**src/rtl/serial_sram_pkg.sv**
```systemverilog
// Shared opcodes, FSM state encoding and width helper for the serial SRAM command processor.
package serial_sram_pkg;

    typedef enum logic [2:0] {
        StRx,
        StExec,
        StRamReq,
        StRamWait,
        StTxSend,
        StTxWait
    } state_t;

    localparam logic [7:0] CmdAddr    = 8'h01;
    localparam logic [7:0] CmdLoad    = 8'h02;
    localparam logic [7:0] CmdWrite   = 8'h03;
    localparam logic [7:0] CmdRead    = 8'h04;
    localparam logic [7:0] CmdReadReq = 8'h05;
    localparam logic [7:0] CmdCount   = 8'h06;
    localparam logic [7:0] CmdFill    = 8'h08;
    localparam logic [7:0] CmdSum     = 8'h09;
    localparam logic [7:0] CmdMode    = 8'h0A;
    localparam logic [7:0] CmdStatus  = 8'h0B;

    // Argument and reply payloads are both ARG_BYTES wide.
    function automatic int unsigned arg_width(input int unsigned arg_bytes);
        return 8 * arg_bytes;
    endfunction

endpackage

```
**src/rtl/serial_sram_ctrl_frame_rx.sv**
```systemverilog
// Assembles command frames (cmd byte + argument bytes, MSB first) and discards
// partial frames after an idle timeout.
module serial_sram_ctrl_frame_rx
    import serial_sram_pkg::*;
#(
    parameter int unsigned ARG_BYTES = 4,
    parameter int unsigned TIMEOUT   = 50000
) (
    input  logic                              clk,
    input  logic                              rstn,
    input  logic [7:0]                        rx_data,
    input  logic                              rx_valid,
    input  logic                              accept,
    output logic                              frame_done,
    output logic [7:0]                        cmd,
    output logic [arg_width(ARG_BYTES)-1:0]   arg,
    output logic                              drop
);

    localparam int unsigned ArgW   = arg_width(ARG_BYTES);
    localparam int unsigned FrameW = ArgW + 8;
    localparam int unsigned IdleW  = $clog2(TIMEOUT + 1);

    logic [FrameW-1:0] frame_q, frame_d;
    logic [2:0]        cnt_q, cnt_d;
    logic [IdleW-1:0]  idle_q, idle_d;

    always_comb begin
        frame_d    = frame_q;
        cnt_d      = cnt_q;
        idle_d     = idle_q;
        frame_done = 1'b0;
        if (accept && rx_valid) begin
            frame_d = {frame_q[FrameW-9:0], rx_data};
            idle_d  = '0;
            if (cnt_q == 3'(ARG_BYTES)) begin
                cnt_d      = '0;
                frame_done = 1'b1;
            end else begin
                cnt_d = cnt_q + 3'd1;
            end
        end else if (accept && cnt_q != 3'd0) begin
            if (idle_q == IdleW'(TIMEOUT - 1)) begin
                cnt_d  = '0;
                idle_d = '0;
            end else begin
                idle_d = idle_q + IdleW'(1);
            end
        end else begin
            idle_d = '0;
        end
    end

    always_ff @(posedge clk or negedge rstn) begin
        if (!rstn) begin
            frame_q <= '0;
            cnt_q   <= '0;
            idle_q  <= '0;
        end else begin
            frame_q <= frame_d;
            cnt_q   <= cnt_d;
            idle_q  <= idle_d;
        end
    end

    // The frame register only shifts while accepting, so it holds the
    // complete frame for the whole execution.
    assign cmd  = frame_q[FrameW-1 -: 8];
    assign arg  = frame_q[ArgW-1:0];
    assign drop = rx_valid && !accept;

endmodule

```
**src/rtl/serial_sram_ctrl.sv**
```systemverilog
// Serial command processor: executes framed commands against an SRAM driver and
// returns a fixed-length big-endian reply per frame.
module serial_sram_ctrl
    import serial_sram_pkg::*;
#(
    parameter int unsigned ADDR_W    = 13,
    parameter int unsigned DATA_W    = 8,
    parameter int unsigned ARG_BYTES = 4,
    parameter int unsigned TIMEOUT   = 50000
) (
    input  logic              clk,
    input  logic              rstn,
    input  logic [7:0]        rx_data,
    input  logic              rx_valid,
    output logic [7:0]        tx_data,
    output logic              tx_start,
    input  logic              tx_ready,
    output logic              ram_start,
    output logic              ram_re,
    output logic [ADDR_W-1:0] ram_address,
    output logic [DATA_W-1:0] ram_data_write,
    input  logic [DATA_W-1:0] ram_data_read,
    input  logic              ram_ready,
    output logic [DATA_W-1:0] last_read,
    output logic              busy
);

    localparam int unsigned ArgW = arg_width(ARG_BYTES);

    state_t            state_q, state_d;
    logic [ADDR_W-1:0] addr_q, addr_d;
    logic [DATA_W-1:0] wdata_q, wdata_d;
    logic [DATA_W-1:0] last_read_q, last_read_d;
    logic [ArgW-1:0]   count_q, count_d;
    logic [ArgW-1:0]   reply_q, reply_d;
    logic [ArgW-1:0]   rem_q, rem_d;
    logic [ArgW-1:0]   sum_q, sum_d;
    logic              autoinc_q, autoinc_d;
    logic              overrun_q, overrun_d;
    logic              ram_start_q, ram_start_d;
    logic              ram_re_q, ram_re_d;
    logic              burst_q, burst_d;
    logic              tx_low_q, tx_low_d;
    logic [2:0]        tx_cnt_q, tx_cnt_d;

    logic              accept;
    logic              frame_done;
    logic              drop;
    logic [7:0]        cmd;
    logic [ArgW-1:0]   arg;

    assign accept = (state_q == StRx);

    serial_sram_ctrl_frame_rx #(
        .ARG_BYTES (ARG_BYTES),
        .TIMEOUT   (TIMEOUT)
    ) u_frame_rx (
        .clk        (clk),
        .rstn       (rstn),
        .rx_data    (rx_data),
        .rx_valid   (rx_valid),
        .accept     (accept),
        .frame_done (frame_done),
        .cmd        (cmd),
        .arg        (arg),
        .drop       (drop)
    );

    always_comb begin
        state_d     = state_q;
        addr_d      = addr_q;
        wdata_d     = wdata_q;
        last_read_d = last_read_q;
        count_d     = count_q;
        reply_d     = reply_q;
        rem_d       = rem_q;
        sum_d       = sum_q;
        autoinc_d   = autoinc_q;
        overrun_d   = overrun_q | drop;
        ram_start_d = ram_start_q;
        ram_re_d    = ram_re_q;
        burst_d     = burst_q;
        tx_low_d    = tx_low_q;
        tx_cnt_d    = tx_cnt_q;
        tx_start    = 1'b0;

        unique case (state_q)
            StRx: begin
                if (frame_done) state_d = StExec;
            end
            StExec: begin
                state_d  = StTxSend;
                tx_cnt_d = '0;
                case (cmd)
                    CmdAddr: begin
                        addr_d  = arg[ADDR_W-1:0];
                        reply_d = arg;
                    end
                    CmdLoad: begin
                        wdata_d = arg[DATA_W-1:0];
                        reply_d = arg;
                    end
                    CmdWrite, CmdReadReq: begin
                        ram_re_d = (cmd == CmdReadReq);
                        burst_d  = 1'b0;
                        rem_d    = ArgW'(1);
                        state_d  = StRamReq;
                    end
                    CmdRead: reply_d = ArgW'(last_read_q);
                    CmdCount: begin
                        reply_d = count_q;
                        count_d = count_q + ArgW'(1);
                    end
                    CmdFill, CmdSum: begin
                        // Fill replies with N; Sum's reply is replaced on completion.
                        reply_d = (cmd == CmdFill) ? arg : '0;
                        sum_d   = '0;
                        if (arg != '0) begin
                            ram_re_d = (cmd == CmdSum);
                            burst_d  = 1'b1;
                            rem_d    = arg;
                            state_d  = StRamReq;
                        end
                    end
                    CmdMode: begin
                        autoinc_d = arg[0];
                        reply_d   = ArgW'(arg[0]);
                    end
                    CmdStatus: begin
                        reply_d   = ArgW'({autoinc_q, overrun_q});
                        overrun_d = drop;
                    end
                    default: reply_d = ArgW'(cmd);
                endcase
            end
            StRamReq: begin
                if (!ram_start_q) begin
                    if (ram_ready) ram_start_d = 1'b1;
                end else if (!ram_ready) begin
                    ram_start_d = 1'b0;
                    state_d     = StRamWait;
                end
            end
            StRamWait: begin
                if (ram_ready) begin
                    if (ram_re_q) begin
                        last_read_d = ram_data_read;
                        sum_d       = sum_q + ArgW'(ram_data_read);
                    end
                    if (burst_q || autoinc_q) addr_d = addr_q + ADDR_W'(1);
                    rem_d = rem_q - ArgW'(1);
                    if (rem_q == ArgW'(1)) begin
                        state_d = StTxSend;
                        if (!burst_q) begin
                            reply_d = ArgW'(cmd);
                        end else if (ram_re_q) begin
                            reply_d = sum_d;
                        end
                    end else begin
                        state_d = StRamReq;
                    end
                end
            end
            StTxSend: begin
                if (tx_ready) begin
                    tx_start = 1'b1;
                    tx_low_d = 1'b0;
                    state_d  = StTxWait;
                end
            end
            StTxWait: begin
                // Byte is done only after the UART has gone busy and idle again.
                if (!tx_ready) begin
                    tx_low_d = 1'b1;
                end else if (tx_low_q) begin
                    reply_d  = reply_q << 8;
                    tx_cnt_d = tx_cnt_q + 3'd1;
                    state_d  = (tx_cnt_q == 3'(ARG_BYTES - 1)) ? StRx : StTxSend;
                end
            end
            default: state_d = StRx;
        endcase
    end

    always_ff @(posedge clk or negedge rstn) begin
        if (!rstn) begin
            state_q     <= StRx;
            addr_q      <= '0;
            wdata_q     <= '0;
            last_read_q <= '0;
            count_q     <= '0;
            reply_q     <= '0;
            rem_q       <= '0;
            sum_q       <= '0;
            autoinc_q   <= 1'b0;
            overrun_q   <= 1'b0;
            ram_start_q <= 1'b0;
            ram_re_q    <= 1'b0;
            burst_q     <= 1'b0;
            tx_low_q    <= 1'b0;
            tx_cnt_q    <= '0;
        end else begin
            state_q     <= state_d;
            addr_q      <= addr_d;
            wdata_q     <= wdata_d;
            last_read_q <= last_read_d;
            count_q     <= count_d;
            reply_q     <= reply_d;
            rem_q       <= rem_d;
            sum_q       <= sum_d;
            autoinc_q   <= autoinc_d;
            overrun_q   <= overrun_d;
            ram_start_q <= ram_start_d;
            ram_re_q    <= ram_re_d;
            burst_q     <= burst_d;
            tx_low_q    <= tx_low_d;
            tx_cnt_q    <= tx_cnt_d;
        end
    end

    assign tx_data        = reply_q[ArgW-1 -: 8];
    assign ram_start      = ram_start_q;
    assign ram_re         = ram_re_q;
    assign ram_address    = addr_q;
    assign ram_data_write = wdata_q;
    assign last_read      = last_read_q;
    assign busy           = (state_q != StRx);

endmodule

```
**config.mk**
```make
export PLATFORM = sky130hd
export DESIGN_NAME = serial_sram_ctrl
export DESIGN_NICKNAME = d
export VERILOG_FILES = /design/src/rtl/serial_sram_pkg.sv /design/src/rtl/serial_sram_ctrl_frame_rx.sv /design/src/rtl/serial_sram_ctrl.sv
export SDC_FILE = /design/constraint.sdc
export NUM_CORES = 1
export LEC_CHECK = 0
export BUFFER_PORTS_ARGS = -buffer_cell sky130_fd_sc_hd__buf_2
export CAP_MARGIN = 30
export CORE_AREA = 4 4 214 216
export DETAILED_ROUTE_END_ITERATION = 7
export DIE_AREA = 0 0 218 220
export GPL_TIMING_DRIVEN = 1
export PLACE_DENSITY = 0.49
export SKIP_LAST_GASP = 1
export SYNTH_ARGS = -nofsm -noshare
export SYNTH_HDL_FRONTEND = slang
export SYNTH_SLANG_ARGS = --single-unit
```
**constraint.sdc**
```tcl
create_clock -name clk -period 3 [get_ports clk]
set_input_delay 0.45 -clock clk [delete_from_list [all_inputs] [get_ports clk]]
set_output_delay 0.45 -clock clk [all_outputs]
set_load 0.005 [all_outputs]
```
==> flow_summary.json <==
{
  "synth_edf_count": 0,
  "hold_class": "input port to register",
  "io_pins": 62,
  "yosys.area.top_type": "dfrtp_1",
  "drive_above_1_share": 0.155,
  "postCtsSetupBuffers": 0,
  "place_congestion": 0.846,
  "crit_arrival_ns": 3.16,
  "powerDensity_nw_per_um2": 924,
  "postSynthCellCount": 1463,
  "startpoint_type": "register",
  "core_region_area_um2": 43900,
  "fmax_mhz": 373,
  "cpPeakStageDelay_ns": 0.60,
  "worst_path_dominant_cell_family": "compound AO/OA/AOI/OAI gates",
  "clock_skew_ns": 0.0363,
  "track_usage": 0.174,
  "routedWlPerCell_um": 19.7,
  "dp_slack_ns": 0.216,
  "synthesis.nets": 1502,
  "syn-cell-area_um2": 13000,
  "worstPathCellList": "ha_1 > fa_1 > a21oi_1 > o21ai_0 > o2bb2ai_1 > buf_4 > nand3_1 > or3_1 > a31oi_1",
  "synth_async_sr_flop_share": 1.00,
  "period_needed_ns": 2.68,
  "avgSynthCellArea_um2": 8.89,
  "synthTopCellsByArea": "dfrtp_1 44%, nand2_1 5.8%, o21ai_0 5.4%, a21oi_1 4.0%, nor2_1 3.2%",
  "report.final.slew_viol_count": 0,
  "hold_depth": 3,
  "die_area_um2": 48000,
  "via_count": 11500,
  "hold_viol_final": 0,
  "peakVddDrop_uv": 712,
  "cp_num_buf_inv": 1,
  "antenna_found_initial": 0,
  "cts_root_buffer": "clkbuf_16",
  "rows": 77,
  "path_class": "register to register",
  "yosys-top-cells-count": "228 x dfrtp_1, 202 x nand2_1, 139 x o21ai_0",
  "initial_core_util": 0.296,
  "seq_area_frac_synth": 0.439,
  "rsz0062_at_grt": "false",
  "post-route-period-util": 0.893,
  "syn2layout_area_growth_pct": 17.1,
  "synth_top_area_frac": 0.439,
  "overflow": 0,
  "vias_per_cell": 5.38,
  "ant_nets": 0,
  "relSlewSlack": 0.461,
  "leakagePower_nw": 6.51,
  "die-width_um": 218,
  "synth_cell_type_count": 84,
  "port_buffers": 61,
  "cts_tree": "done",
  "status": "finished, final reports clean",
  "grt_pass1_wl_mm": 67.1,
  "setup_viol": 0,
  "first_global_vias": 11500,
  "ys.flop_type": "dfrtp_1",
  "synth.most_common_cell": "dfrtp_1",
  "maxCapViolations": 0,
  "dp_hpwl_mm": 29.8,
  "drtIter0Drc": 816,
  "ys_ff_latch": 228,
  "cts.sinks": 228,
  "crit_slowest_cell": "o21ai_0",
  "drt-total-wl_mm": 42.2,
  "path_max_fanout": 15,
  "worst-path-stages": 9,
  "crit_path_end_kind": "register",
  "timing.final.ws_setup_ns": 0.321,
  "grt_max_degree": 80,
  "fin_tns_setup_ns": 0,
  "r2r_cells": 9,
  "diodes": 0,
  "clk_latency_ns": 0.60,
  "die_h_um": 220,
  "dr.pass1.iters": 5,
  "cts_made_buffers": 29,
  "final_nets": 1570,
  "cts_buffer_depth": 3,
  "yosysWarnings": 0,
  "drc": 0,
  "worstMarginPinSlew_ns": 0.800,
  "clkTransAtPathRegs_ns": 0.06,
  "worstPathRequired_ns": 3.48,
  "htreeDepth": 1
}
## worst paths after layout
check | start | endpoint | slack [ns]
max | sum_q[0] | reply_q[24] | 0.32
min | rx_data[1] | u_frame_rx.frame_q[1] | 0.05
max reg2reg | sum_q[0] | reply_q[24] | 0.32
min reg2reg | u_frame_rx.idle_q[0] | u_frame_rx.idle_q[0] | 0.46
max in group asynchronous | rstn | sum_q[10] | 1.71
min in group asynchronous | rstn | rem_q[12] | 0.47
## final cells by class
| cell class | instances | area (um^2) |
|---|---|---|
| Fill cell | 4628 | 28700 |
| Multi-Input combinational cell | 1111 | 6750 |
| Sequential cell | 228 | 5710 |
| Timing Repair Buffer | 134 | 953 |
| Clock buffer | 42 | 845 |
| Tap cell | 592 | 741 |
| Clock inverter | 11 | 131 |
| Inverter | 27 | 101 |
## where the power goes
part	internal, W	switching (W)	leakage [nW]
registers	0.00389	0.00104	3.01
logic	0.00214	0.00343	3.02
clock network	0.00213	0.00145	0.485
## worst reg2reg max path, delay by kind of cell, from the launching register on
family,cells,cell delay (ns)
AO/OA/AOI/OAI,4,1.07
AND/OR/NAND/NOR,2,0.44
flip-flops,1,0.37
buffers and inverters,1,0.22
adder cells (fa/ha/maj),2,0.47
## timing repair
action                    in CTS  in global routing
hold endpoints to repair      74                  0
resized for setup              0                  0
hold buffers                   1                  0
## flip-flops by register name, summed over array words and instances, names as in the netlist
name,cells
ram_re,1
ram_start,1
count_q,32
ram_data_write,8
last_read,8
overrun_q,1
state_q,3
u_frame_rx.idle_q,16
tx_cnt_q,3
reply_q,32
autoinc_q,1
u_frame_rx.cnt_q,3
ram_address,13
rem_q,32
burst_q,1
sum_q,32
u_frame_rx.frame_q,40
tx_low_q,1
## cell usage in the layout, fill, tap and decap left out, types with 18 or more instances in the layout
| master | Yosys | routed |
|---|---|---|
| nand2_1 | 202 | 202 |
| and3_1 | 28 | 28 |
| mux2_2 | 26 | 26 |
| nor2_1 | 110 | 108 |
| xnor2_1 | 39 | 39 |
| inv_1 | 27 | 27 |
| buf_2 | 19 | 60 |
| a21oi_1 | 104 | 104 |
| a221oi_1 | 18 | 18 |
| dfrtp_1 | 228 | 228 |
| a22o_1 | 31 | 31 |
| a31oi_1 | 36 | 36 |
| nor3_1 | 34 | 33 |
| clkbuf_16 | 0 | 29 |
| nand4_1 | 19 | 19 |
| nand3_1 | 59 | 59 |
| nor4_1 | 24 | 24 |
| o21ai_0 | 139 | 138 |
| buf_4 | 9 | 65 |
## cells by family (layout without fill, tap and decap cells)
kind of cell               Yosys count  count (layout)  share of synthesized area
muxes                               31              31                     0.0264
AOI/OAI and AO/OA                  451             451                      0.223
xor gates and xnor gates            57              57                     0.0390
adders and majority gates           18              18                     0.0179
buffers and inverters              124             214                     0.0432
and+or+nand+nor                    554             554                      0.212
DFF                                228             228                      0.439
## through the flow
| stage | instance area, um^2 | util | total power, W | hold slack [ns] | std cells |
|---|---|---|---|---|---|
| finish | 15200 | 0.347 | 0.0141 | 0.0506 | 2145 |
| global route | 15200 | 0.347 | 0.0150 | 0.0534 | 2145 |
| CTS | 15200 | 0.347 | 0.0141 | 0.0298 | 2145 |
| detailed placement | 14200 | 0.324 | 0.0105 | 0.451 | 2091 |
| global placement | 14200 | 0.324 | 0.0105 | 0.448 | 2091 |
| floorplan | 13000 | - | 0.00830 | 0.154 | 1463 |
## per-layer routing
layer | vias to the layer above | global-route usage | wire length (um)
li1 | 5516 | - | -
met4 | 0 | 0.0482 | 1140
met2 | 299 | 0.288 | 20000
met3 | 69 | 0.0248 | 1900
met1 | 5650 | 0.239 | 19200
met5 | - | 0 | 0
No activity file was read; power rests on OpenSTA's default activity.
